### config.mk
export PLATFORM = sky130hd
export DESIGN_NAME = game_ctrl
export DESIGN_NICKNAME = d
export VERILOG_FILES = /design/src/rtl/game_ctrl.sv
export SDC_FILE = /design/constraint.sdc
export NUM_CORES = 1
export LEC_CHECK = 0
export CORE_ASPECT_RATIO = 1.4
export CORE_MARGIN = 5
export CORE_UTILIZATION = 48
export DETAILED_ROUTE_END_ITERATION = 16
export GPL_TIMING_DRIVEN = 0
export PLACE_DENSITY = 0.79
export SLEW_MARGIN = 0
export SYNTH_ARGS = -nofsm -noshare
export SYNTH_HDL_FRONTEND = slang
export SYNTH_SLANG_ARGS = --single-unit
export TNS_END_PERCENT = 10
### constraint.sdc
create_clock -name CLK -period 1.9 [get_ports CLK]
set_input_delay 0.57 -clock CLK [delete_from_list [all_inputs] [get_ports CLK]]
set_output_delay 0.57 -clock CLK [all_outputs]
set_load 0.01 [all_outputs]
### src/rtl/game_ctrl.sv
// Frame-synchronised game-state controller for the VGA runner: run/pause/over
// sequencing, gated obstacle collision, lives with post-hit immunity, score and speed.
module game_ctrl #(
  parameter int N_OBST        = 4,
  parameter int SCORE_W       = 16,
  parameter int LIVES         = 3,
  parameter int INVULN_FRAMES = 60,
  parameter int SPEED_W       = 4,
  parameter int SPEED_STEP    = 256,
  parameter int SPEED_MAX     = 15
) (
  input  logic               CLK,
  input  logic               RESET,
  input  logic               vs,
  input  logic               start,
  input  logic               pause,
  input  logic               px_player,
  input  logic [N_OBST-1:0]  px_obst,
  input  logic [N_OBST-1:0]  obst_en,
  output logic [2:0]         state,
  output logic               running,
  output logic [SCORE_W-1:0] score,
  output logic [2:0]         lives,
  output logic [SPEED_W-1:0] speed,
  output logic               hit_pulse,
  output logic [N_OBST-1:0]  hit_src,
  output logic               invuln
);

  localparam int STEP_W = $clog2(SPEED_STEP + 1);
  localparam int INV_W  = $clog2(INVULN_FRAMES + 1);

  typedef enum logic [2:0] {
    S_IDLE  = 3'd0,
    S_ARMED = 3'd1,
    S_RUN   = 3'd2,
    S_PAUSE = 3'd3,
    S_OVER  = 3'd4
  } state_t;

  state_t              state_q, state_d;
  logic [SCORE_W-1:0]  score_q, score_d;
  logic [2:0]          lives_q, lives_d;
  logic [SPEED_W-1:0]  speed_q, speed_d;
  logic [STEP_W-1:0]   step_q, step_d;
  logic [INV_W-1:0]    inv_q, inv_d;
  logic                hit_pulse_q, hit_pulse_d;
  logic [N_OBST-1:0]   hit_src_q, hit_src_d;
  logic                pause_pend_q, pause_pend_d;
  logic                resume_pend_q, resume_pend_d;
  logic                vs_q, start_q, pause_q;

  logic                frame_tick, start_rise, pause_rise, coll, accept;
  logic [N_OBST-1:0]   coll_vec;
  logic [STEP_W-1:0]   step_inc;

  assign frame_tick = vs_q & ~vs;
  assign start_rise = start & ~start_q;
  assign pause_rise = pause & ~pause_q;
  assign coll_vec   = px_obst & obst_en & {N_OBST{px_player}};
  assign coll       = |coll_vec;
  assign accept     = coll & (inv_q == '0);
  assign step_inc   = step_q + STEP_W'(1);

  always_comb begin
    state_d       = state_q;
    score_d       = score_q;
    lives_d       = lives_q;
    speed_d       = speed_q;
    step_d        = step_q;
    inv_d         = inv_q;
    hit_pulse_d   = 1'b0;
    hit_src_d     = hit_src_q;
    pause_pend_d  = pause_pend_q;
    resume_pend_d = resume_pend_q;

    case (state_q)
      S_IDLE: if (start_rise) state_d = S_ARMED;

      S_ARMED: if (frame_tick) begin
        state_d       = S_RUN;
        score_d       = '0;
        lives_d       = 3'(LIVES);
        speed_d       = SPEED_W'(1);
        step_d        = '0;
        inv_d         = '0;
        hit_src_d     = '0;
        pause_pend_d  = 1'b0;
        resume_pend_d = 1'b0;
      end

      S_RUN: begin
        if (frame_tick) begin
          if (score_q != '1) score_d = score_q + SCORE_W'(1);
          if (step_inc == STEP_W'(SPEED_STEP)) begin
            step_d = '0;
            if (speed_q != SPEED_W'(SPEED_MAX)) speed_d = speed_q + SPEED_W'(1);
          end else begin
            step_d = step_inc;
          end
          if (inv_q != '0) inv_d = inv_q - INV_W'(1);
        end
        if (pause_rise) pause_pend_d = 1'b1;
        // A hit in the pause-applying cycle is resolved first; a fatal one wins outright.
        if (accept && lives_q <= 3'd1) begin
          hit_pulse_d  = 1'b1;
          hit_src_d    = coll_vec;
          lives_d      = '0;
          state_d      = S_OVER;
          pause_pend_d = 1'b0;
        end else begin
          if (accept) begin
            hit_pulse_d = 1'b1;
            hit_src_d   = coll_vec;
            lives_d     = lives_q - 3'd1;
            inv_d       = INV_W'(INVULN_FRAMES);
          end
          if (frame_tick && pause_pend_q) begin
            state_d       = S_PAUSE;
            pause_pend_d  = 1'b0;
            resume_pend_d = 1'b0;
          end
        end
      end

      S_PAUSE: begin
        if (pause_rise) resume_pend_d = 1'b1;
        if (frame_tick && resume_pend_q) begin
          state_d       = S_RUN;
          resume_pend_d = 1'b0;
        end
      end

      S_OVER: if (start_rise) state_d = S_ARMED;

      default: state_d = S_IDLE;
    endcase
  end

  always_ff @(posedge CLK) begin
    if (RESET) begin
      state_q       <= S_IDLE;
      score_q       <= '0;
      lives_q       <= 3'(LIVES);
      speed_q       <= SPEED_W'(1);
      step_q        <= '0;
      inv_q         <= '0;
      hit_pulse_q   <= 1'b0;
      hit_src_q     <= '0;
      pause_pend_q  <= 1'b0;
      resume_pend_q <= 1'b0;
      vs_q          <= 1'b1;
      start_q       <= 1'b0;
      pause_q       <= 1'b0;
    end else begin
      state_q       <= state_d;
      score_q       <= score_d;
      lives_q       <= lives_d;
      speed_q       <= speed_d;
      step_q        <= step_d;
      inv_q         <= inv_d;
      hit_pulse_q   <= hit_pulse_d;
      hit_src_q     <= hit_src_d;
      pause_pend_q  <= pause_pend_d;
      resume_pend_q <= resume_pend_d;
      vs_q          <= vs;
      start_q       <= start;
      pause_q       <= pause;
    end
  end

  assign state     = state_q;
  assign running   = (state_q == S_RUN);
  assign score     = score_q;
  assign lives     = lives_q;
  assign speed     = speed_q;
  assign hit_pulse = hit_pulse_q;
  assign hit_src   = hit_src_q;
  assign invuln    = (inv_q != '0);

endmodule

Yosys cells after proc, flatten, opt, wreduce, memory -nomap -nowiden:

Cells that the tools add are included.

* register bits: 51
* output and inout bits: 33
* input bits: 14
* word-level logic and storage cells: 112

* equal/unequal tests: 20
* mux-type cells: 44
* reductions and logical operators: 19
* magnitude comparators: 1
* add/subtract/negate cells: 5
* bitwise operators: 10

Operators with widths (number)
* $mux 16: 3
* $pmux 16 s2: 1
* $mux 6: 5
* $mux 4: 7
* $mux 9: 3
* $mux 3: 8
* $pmux 9 s2: 1
* $add 16x1->16 const B: 1
* $ne 16x16->1 const B: 1
* $pmux 4 s2: 2
* $ne 2x1->1 const B: 6
* $pmux 3 s4: 1
* $pmux 6 s2: 1
* $reduce_and 5->1: 2
* $add 9x1->9 const B: 1
* $eq 9x9->1 const B: 1
* $mux 1: 9
* $reduce_and 3->1: 3
* $and 4x4->4: 2
* $reduce_and 4->1: 2
* $eq 3x2->1 const B: 2
* $logic_not 6->1: 1
* $ne 2x2->1 const B: 3
* $ne 3x1->1 const B: 2
* 22 further kinds: 31

Longest topological paths before layout:

Gate-level depths: netlist of the first run.

* word-level depth: 7
* depth in mapped cells: 9
* mapped depth without buffers: 7

Least setup slack after synthesis of the first run:

Ideal clock, no wire load.

* path kind: flip-flop to flip-flop
* start: reg step_q[0]
* end: reg step_q[0]
* required time: 1.830 ns
* cell stages (with the launch flop): 7
* data arrival time: 1.860 ns
* setup slack: -0.030 ns
* period minus slack after synthesis: 1.930 ns
* cells stage by stage: dfxtp_1 -> ha_1 -> and3_1 -> o2111a_1 -> o221a_2 -> or4_1 -> a21oi_1

* longest elaborated chain between the ends: 5

Ends and longest elaborated chain
* start, declared: RTL line 45 `logic [STEP_W-1:0] step_q, step_d;`
* start signal, assigned: RTL line 160 `step_q <= step_d;`
* $add 9x1->9 (*): RTL line 63 `assign step_inc = step_q + STEP_W'(1);`
* $eq 9x9->1: RTL line 95 `if (step_inc == STEP_W'(SPEED_STEP)) begin`
* $mux 9 (*): RTL line 95
* $mux 9 (*): RTL line 93 `if (frame_tick) begin`
* $pmux 9 s2 (*): RTL line 77 `case (state_q)`

Mark *: on every way between the ends. The rest lies on a longest branch, timed or not. The select of a mux whose other input is x is not followed.
A chain may end at the register's enable or synchronous reset.

Worst setup path after layout of the first run:

* start: reg state_q[1] (netlist: state[1])
* end: out running

* longest elaborated chain between the ends: 1

Ends and longest elaborated chain
* start, declared: RTL line 41 `state_t state_q, state_d;`
* start signal, assigned: RTL line 156 `state_q <= state_d;`
* $eq 3x2->1: RTL line 173 `assign running = (state_q == S_RUN);`
* end, declared: RTL line 21 `output logic running,`

Every way passes these cells.

==> impl_metrics.ini, run 1 <==
[global_routing]
grt_max_degree = 15
grtUsageTotal = 0.210
grtUsageMet1 = 0.233
gr-max-usage-layer = met2
grt.met3_usage = 0.0377
first_global_vias = 2822
antenna_found_initial = 0
use_met2 = 0.377
overflow = 0
grt_pass1_wl_mm = 12.7

[detailed_routing]
firstDrtPassIters = 4
routed_wl_mm = 8.13
wl_per_cell_um = 16.9
avgViaCountPerCell = 6.11
vias = 2933
drt_iter0_markers = 182
ant_nets = 0
drcViolationCount = 0

[job]
maxCapViolCount = 0

[timing]
clock.fmax_mhz = 489
skew_ns = 0.00481
drv_slew = 0
fin_setup_tns_ns = -0.478
setup_viol_count_final = 10
worstMarginPinSlew_ns = 0.585
rsz0062_at_grt = true
setup_slack_ns = -0.146
period_share = 1.08
finalHoldViolCount = 0
min_period_ns = 2.05
maxSlewHeadroom = 0.608

[yosys]
synth_area_leader_cell = dfxtp_1
yosysWarnings = 0
yosysSeqAreaShare = 0.356
avgSynthCellArea_um2 = 8.56
synthCells = 335
synthFlopType = dfxtp_1
synth_area_mm2 = 0.00287
synth.most_common_cell = dfxtp_1
synth_edf_count = 0
synth.distinct_cells = 76
syn_nets = 355
synth_seq_cells = 51
synthTopCellsByArea = dfxtp_1, a21oi_1, o21ai_0, nor2_1, nand2_1
synth_top_area_share = 0.356
async_flop_share = 0
yosys-top-cells-count = dfxtp_1, nor2_1, nand2_1, a21oi_1, o21ai_0

[critical_path]
crit_type = reg2out
worstSetupEndpointType = primary output
worstReg2RegEnd = score[15]
cp-start-kind = flop
r2r_slack_ns = -0.07
crit_required_ns = 1.33
cp_top_family = flip-flops
cp_max_fo = 4
crit_top_cell = buf_6
crit_arrival_ns = 1.48
r2r-start = state[1]
crit_path_cell_trace = or3b_1 > buf_6 > clkinv_8 > buf_8 > buf_6
max_stage_delay_ns = 0.41
crit_slowest_cell = dfxtp_1
cp_num_buf_inv = 4
cp.depth = 5
ff2ff_path_depth = 8

[clocking]
cts_root_buf = clkbuf_8
cts_tree = done
clock_path_buffers = 2
ctsHoldBuffers = 0
cts_buffers = 5
htreeDepth = 2
cts_sinks = 51
path_clk_slew_ns = 0.09
clock_latency_ns = 0.30

[final_layout]
syn_to_final_growth_pct = 37.6
fin_util = 0.678
layout.nets = 429
diodes = 0
drive_gt1_frac = 0.280
finish.instance_area_mm2 = 0.00395

[place]
dp_hpwl_mm = 5.44
place_ws_ns = -0.820
postPlaceCellArea_mm2 = 0.00343
io_buffers = 46
gp_congestion = 0.875

[floorplanning]
io-pin-count = 47
die_y_um = 101
core_area_mm2 = 0.00582
fp.dieW_um = 75.3
num_rows = 33
start_util = 0.493
dieArea_mm2 = 0.00765

[worst_hold_path]
hold_path_class = reg2reg
holdPathStages = 2
min_from = hit_src[3]
hold_end = hit_src[3]

[outcome]
status = finished with violations
violations = setup timing

[pwr]
finalPower_mw = 2.27
vdd_drop_max_mv = 0.344
cellLeakagePower_nw = 1.50
p_per_area_mw_per_mm2 = 575
[layer usage]
layer,up-vias,wire [µm]
li1,1406,-
met1,1420,3150
met2,88,4330
met3,19,426
met4,0,229
met5,-,0
[cell families after synthesis]
family,Yosys count,synth area share
simple gates,143,0.294
compound gates,104,0.249
flops,51,0.356
buf+inv,21,0.0427
xor+xnor,6,0.0183
fa+ha+maj,6,0.0262
mux,4,0.0144
[power breakdown]
part | leakage, nW | switching (mW) | internal [mW]
clock | 0.0515 | 0.355 | 0.333
combinational | 1.03 | 0.247 | 0.224
sequential | 0.422 | 0.0206 | 1.09
total | 1.50 | 0.623 | 1.65
[what timing repair did]
action                     CTS  global route
setup endpoints to repair   53            50
hold endpoints to repair     0             0
pin swaps                    4            16
setup buffers               12            10
gates resized for setup     47            41
[state kept, by name, indices dropped and copies added, names as in the netlist]
| signal | flops |
|---|---|
| vs_q | 1 |
| resume_pend_q | 1 |
| hit_pulse | 1 |
| inv_q | 6 |
| hit_src | 4 |
| start_q | 1 |
| step_q | 9 |
| pause_q | 1 |
| speed | 4 |
| score | 16 |
| state | 3 |
| pause_pend_q | 1 |
| lives | 3 |
[worst register-to-register path, stage by stage, from the launching register on]
cell and delay, ns:
dfxtp_1 0.41, or3b_1 0.38, buf_6 0.15, clkinv_8 0.05, buf_12 0.09, nand4_4 0.08, o2111a_2 0.32, buf_6 0.14
a311oi_1 0.26
[cell usage in the layout, fill, tap and decap left out, types with 4 or more instances in the layout]
cell type | Yosys | final
ha_1 | 6 | 4
a31oi_1 | 7 | 7
nor2_1 | 28 | 25
nor3_1 | 6 | 4
buf_4 | 0 | 21
nor2b_1 | 5 | 5
clkbuf_8 | 0 | 7
and3_1 | 9 | 8
a211oi_1 | 4 | 4
nand4_1 | 6 | 6
nand3_1 | 16 | 15
a21oi_2 | 1 | 7
a21o_1 | 4 | 4
buf_6 | 3 | 5
o31ai_1 | 7 | 7
dfxtp_2 | 0 | 18
nand2_1 | 27 | 27
a22o_1 | 4 | 4
o21ai_0 | 23 | 19
inv_1 | 9 | 9
or3_1 | 6 | 5
dfxtp_1 | 51 | 31
clkdlybuf4s50_1 | 0 | 40
xnor2_1 | 4 | 4
a21oi_1 | 25 | 19
[worst max-delay path by stage]
stage | start | to | slack [ns]
CTS | state[2] | running | -0.16
global placement | vs | score[11] | -0.81
finish | state[1] | running | -0.15
global route | state[0] | running | -0.18
detailed placement | vs | score[2] | -0.82
floorplan | step_q[0] | step_q[0] | 0.02
[through the flow]
step           cells  hold slack, ns
2_1_floorplan    335           0.441
3_3_place_gp     451           0.456
3_5_place_dp     451           0.469
4_1_cts          471           0.499
5_1_grt          480           0.512
6_report         480           0.500
[final cells by class]
class	count	area [µm²]
Multi-Input combinational cell	263	1930
Fill cell	454	1870
Sequential cell	51	1050
Timing Repair Buffer	68	642
Clock buffer	8	100
Buffer	10	90.1
Tap cell	70	87.6
Inverter	10	50.0
Note: power is estimated with default switching activity, not from simulation.
==> run 2, diff against run 1 <==
--- a/config.mk
+++ b/config.mk
@@ -11,6 +11,7 @@
 export DETAILED_ROUTE_END_ITERATION = 16
 export GPL_TIMING_DRIVEN = 0
 export PLACE_DENSITY = 0.79
+export SKIP_LAST_GASP = 1
 export SLEW_MARGIN = 0
 export SYNTH_ARGS = -nofsm -noshare
 export SYNTH_HDL_FRONTEND = slang
==> impl_metrics.ini, run 2 (synthesis gave the netlist of run 1 again) <==
[outcome]
status = finished with violations
violations = setup timing

[timing]
clock.fmax_mhz = 496
maxSlewHeadroom = 0.603
rsz0062_at_grt = true
setup_viol_count_final = 19
finalHoldViolCount = 0
min_period_ns = 2.02
setup_slack_ns = -0.117
drv_slew = 0
period_share = 1.06
fin_setup_tns_ns = -1.44
worstMarginPinSlew_ns = 0.592
skew_ns = 0.00263

[clocking]
cts_tree = done
ctsHoldBuffers = 0
cts_sinks = 51
cts_buffers = 5
cts_root_buf = clkbuf_8
clock_latency_ns = 0.30
path_clk_slew_ns = 0.09
htreeDepth = 2
clock_path_buffers = 2

[critical_path]
worstReg2RegEnd = score[13]
cp-start-kind = flop
crit_type = reg2reg
max_stage_delay_ns = 0.41
crit_top_cell = buf_4
cp_max_fo = 9
ff2ff_path_depth = 9
crit_required_ns = 2.10
crit_path_cell_trace = buf_6 > buf_4 > or3b_4 > nor2_8 > buf_8 > o2111a_2 > buf_4 > and3_1 > nor3_2
worstSetupEndpointType = flop
crit_arrival_ns = 2.21
r2r_slack_ns = -0.12
crit_slowest_cell = or3b_4
cp_num_buf_inv = 4
cp_top_family = simple AND/OR/NAND/NOR gates
r2r-start = state[2]

[final_layout]
final_cells = 479
layout_commonest_cell = dfxtp_1
drive_gt1_frac = 0.225
regArea_mm2 = 0.00103
diodes = 0
syn_to_final_growth_pct = 34.5
multiInputGateArea_mm2 = 0.00187
fillCellCount = 465
largest_reg_flops = 16
layout_common_cells = dfxtp_1, clkdlybuf4s50_1, nand2_1, nor2_1
layout.nets = 428

[pwr]
finalPower_mw = 2.26
cellLeakagePower_nw = 1.46
vdd_drop_max_mv = 0.360
p_per_area_mw_per_mm2 = 585

[place]
io_buffers = 46
place_ws_ns = -0.820
dp_cells = 451
gp_congestion = 0.875
dp_hpwl_mm = 5.44

[floorplanning]
io-pin-count = 47
dieArea_mm2 = 0.00765
num_rows = 33
start_util = 0.493
die_y_um = 101
fp.dieW_um = 75.3
core_area_mm2 = 0.00582

[global_routing]
grt_pass1_wl_mm = 12.7
grtUsageTotal = 0.210
first_global_vias = 2807
antenna_found_initial = 0
overflow = 0
grt_max_degree = 15

[worst_hold_path]
min_from = hit_src[2]
holdPathStages = 2
hold_end = hit_src[2]
hold_path_class = reg2reg

[detailed_routing]
vias = 2902
wl_per_cell_um = 16.5
avgViaCountPerCell = 6.06
drcViolationCount = 0
ant_nets = 0
firstDrtPassIters = 4
drt_iter0_markers = 151
routed_wl_mm = 7.89

[job]
maxCapViolCount = 0
## run 2: cell count changes in the layout (fill, tap and decap cells not counted), moves of 3 or more
cell | before | now
a21oi_2 | 7 | 3
dfxtp_1 | 31 | 45
dfxtp_2 | 18 | 6
o21ai_0 | 19 | 22
a21oi_1 | 19 | 22
## run 2: layout make-up
class                   count  area share
inverters                  10      0.0130
multi-input cells         263       0.485
repair buffers             67       0.164
clock buffers               8      0.0259
well taps                  70      0.0227
flip-flops and latches     51       0.266
plain buffers              10      0.0224
## run 2: tightest hold or removal path, stage by stage (launching register included)
cell	delay, ns
dfxtp_1	0.32
nor2_1	0.10
a21oi_1	0.04
## run 2: what timing repair did
item / CTS / global route
cloned: 0 / 0
setup endpoints to repair: 53 / 62
pin swaps: 2 / 9
resized for setup: 26 / 27
setup buffers: 12 / 9
## run 2: power breakdown
group	internal [mW]	switching [mW]
Sequential	1.09	0.0208
Clock	0.333	0.347
Combinational	0.219	0.242
## run 2: metal layers
| layer | GRT usage | vias up | wire, µm |
|---|---|---|---|
| li1 | - | 1405 | - |
| met2 | 0.378 | 95 | 4110 |
| met3 | 0.0387 | 17 | 435 |
| met5 | 0 | - | 0 |
| met4 | 0.0902 | 0 | 243 |
| met1 | 0.233 | 1385 | 3100 |
## run 2: worst max-delay path by stage
stage | from | end | slack, ns | cells past startpoint
6_report | state[2] | score[13] | -0.12 | 9
5_1_grt | state[2] | score[10] | -0.16 | 8
4_1_cts | state[2] | running | -0.16 | 6
3_5_place_dp | vs | score[2] | -0.82 | 7
3_3_place_gp | vs | score[11] | -0.81 | 7
2_1_floorplan | step_q[0] | step_q[0] | 0.02 | 6
## run 2: stage by stage
step	hold WS (ns)	util	instance area, µm²
detailed placement	0.469	0.589	3430
CTS	0.499	0.635	3700
global placement	0.456	0.589	3430
global route	0.512	0.663	3860
floorplan	0.441	-	2880
finish	0.498	0.663	3860
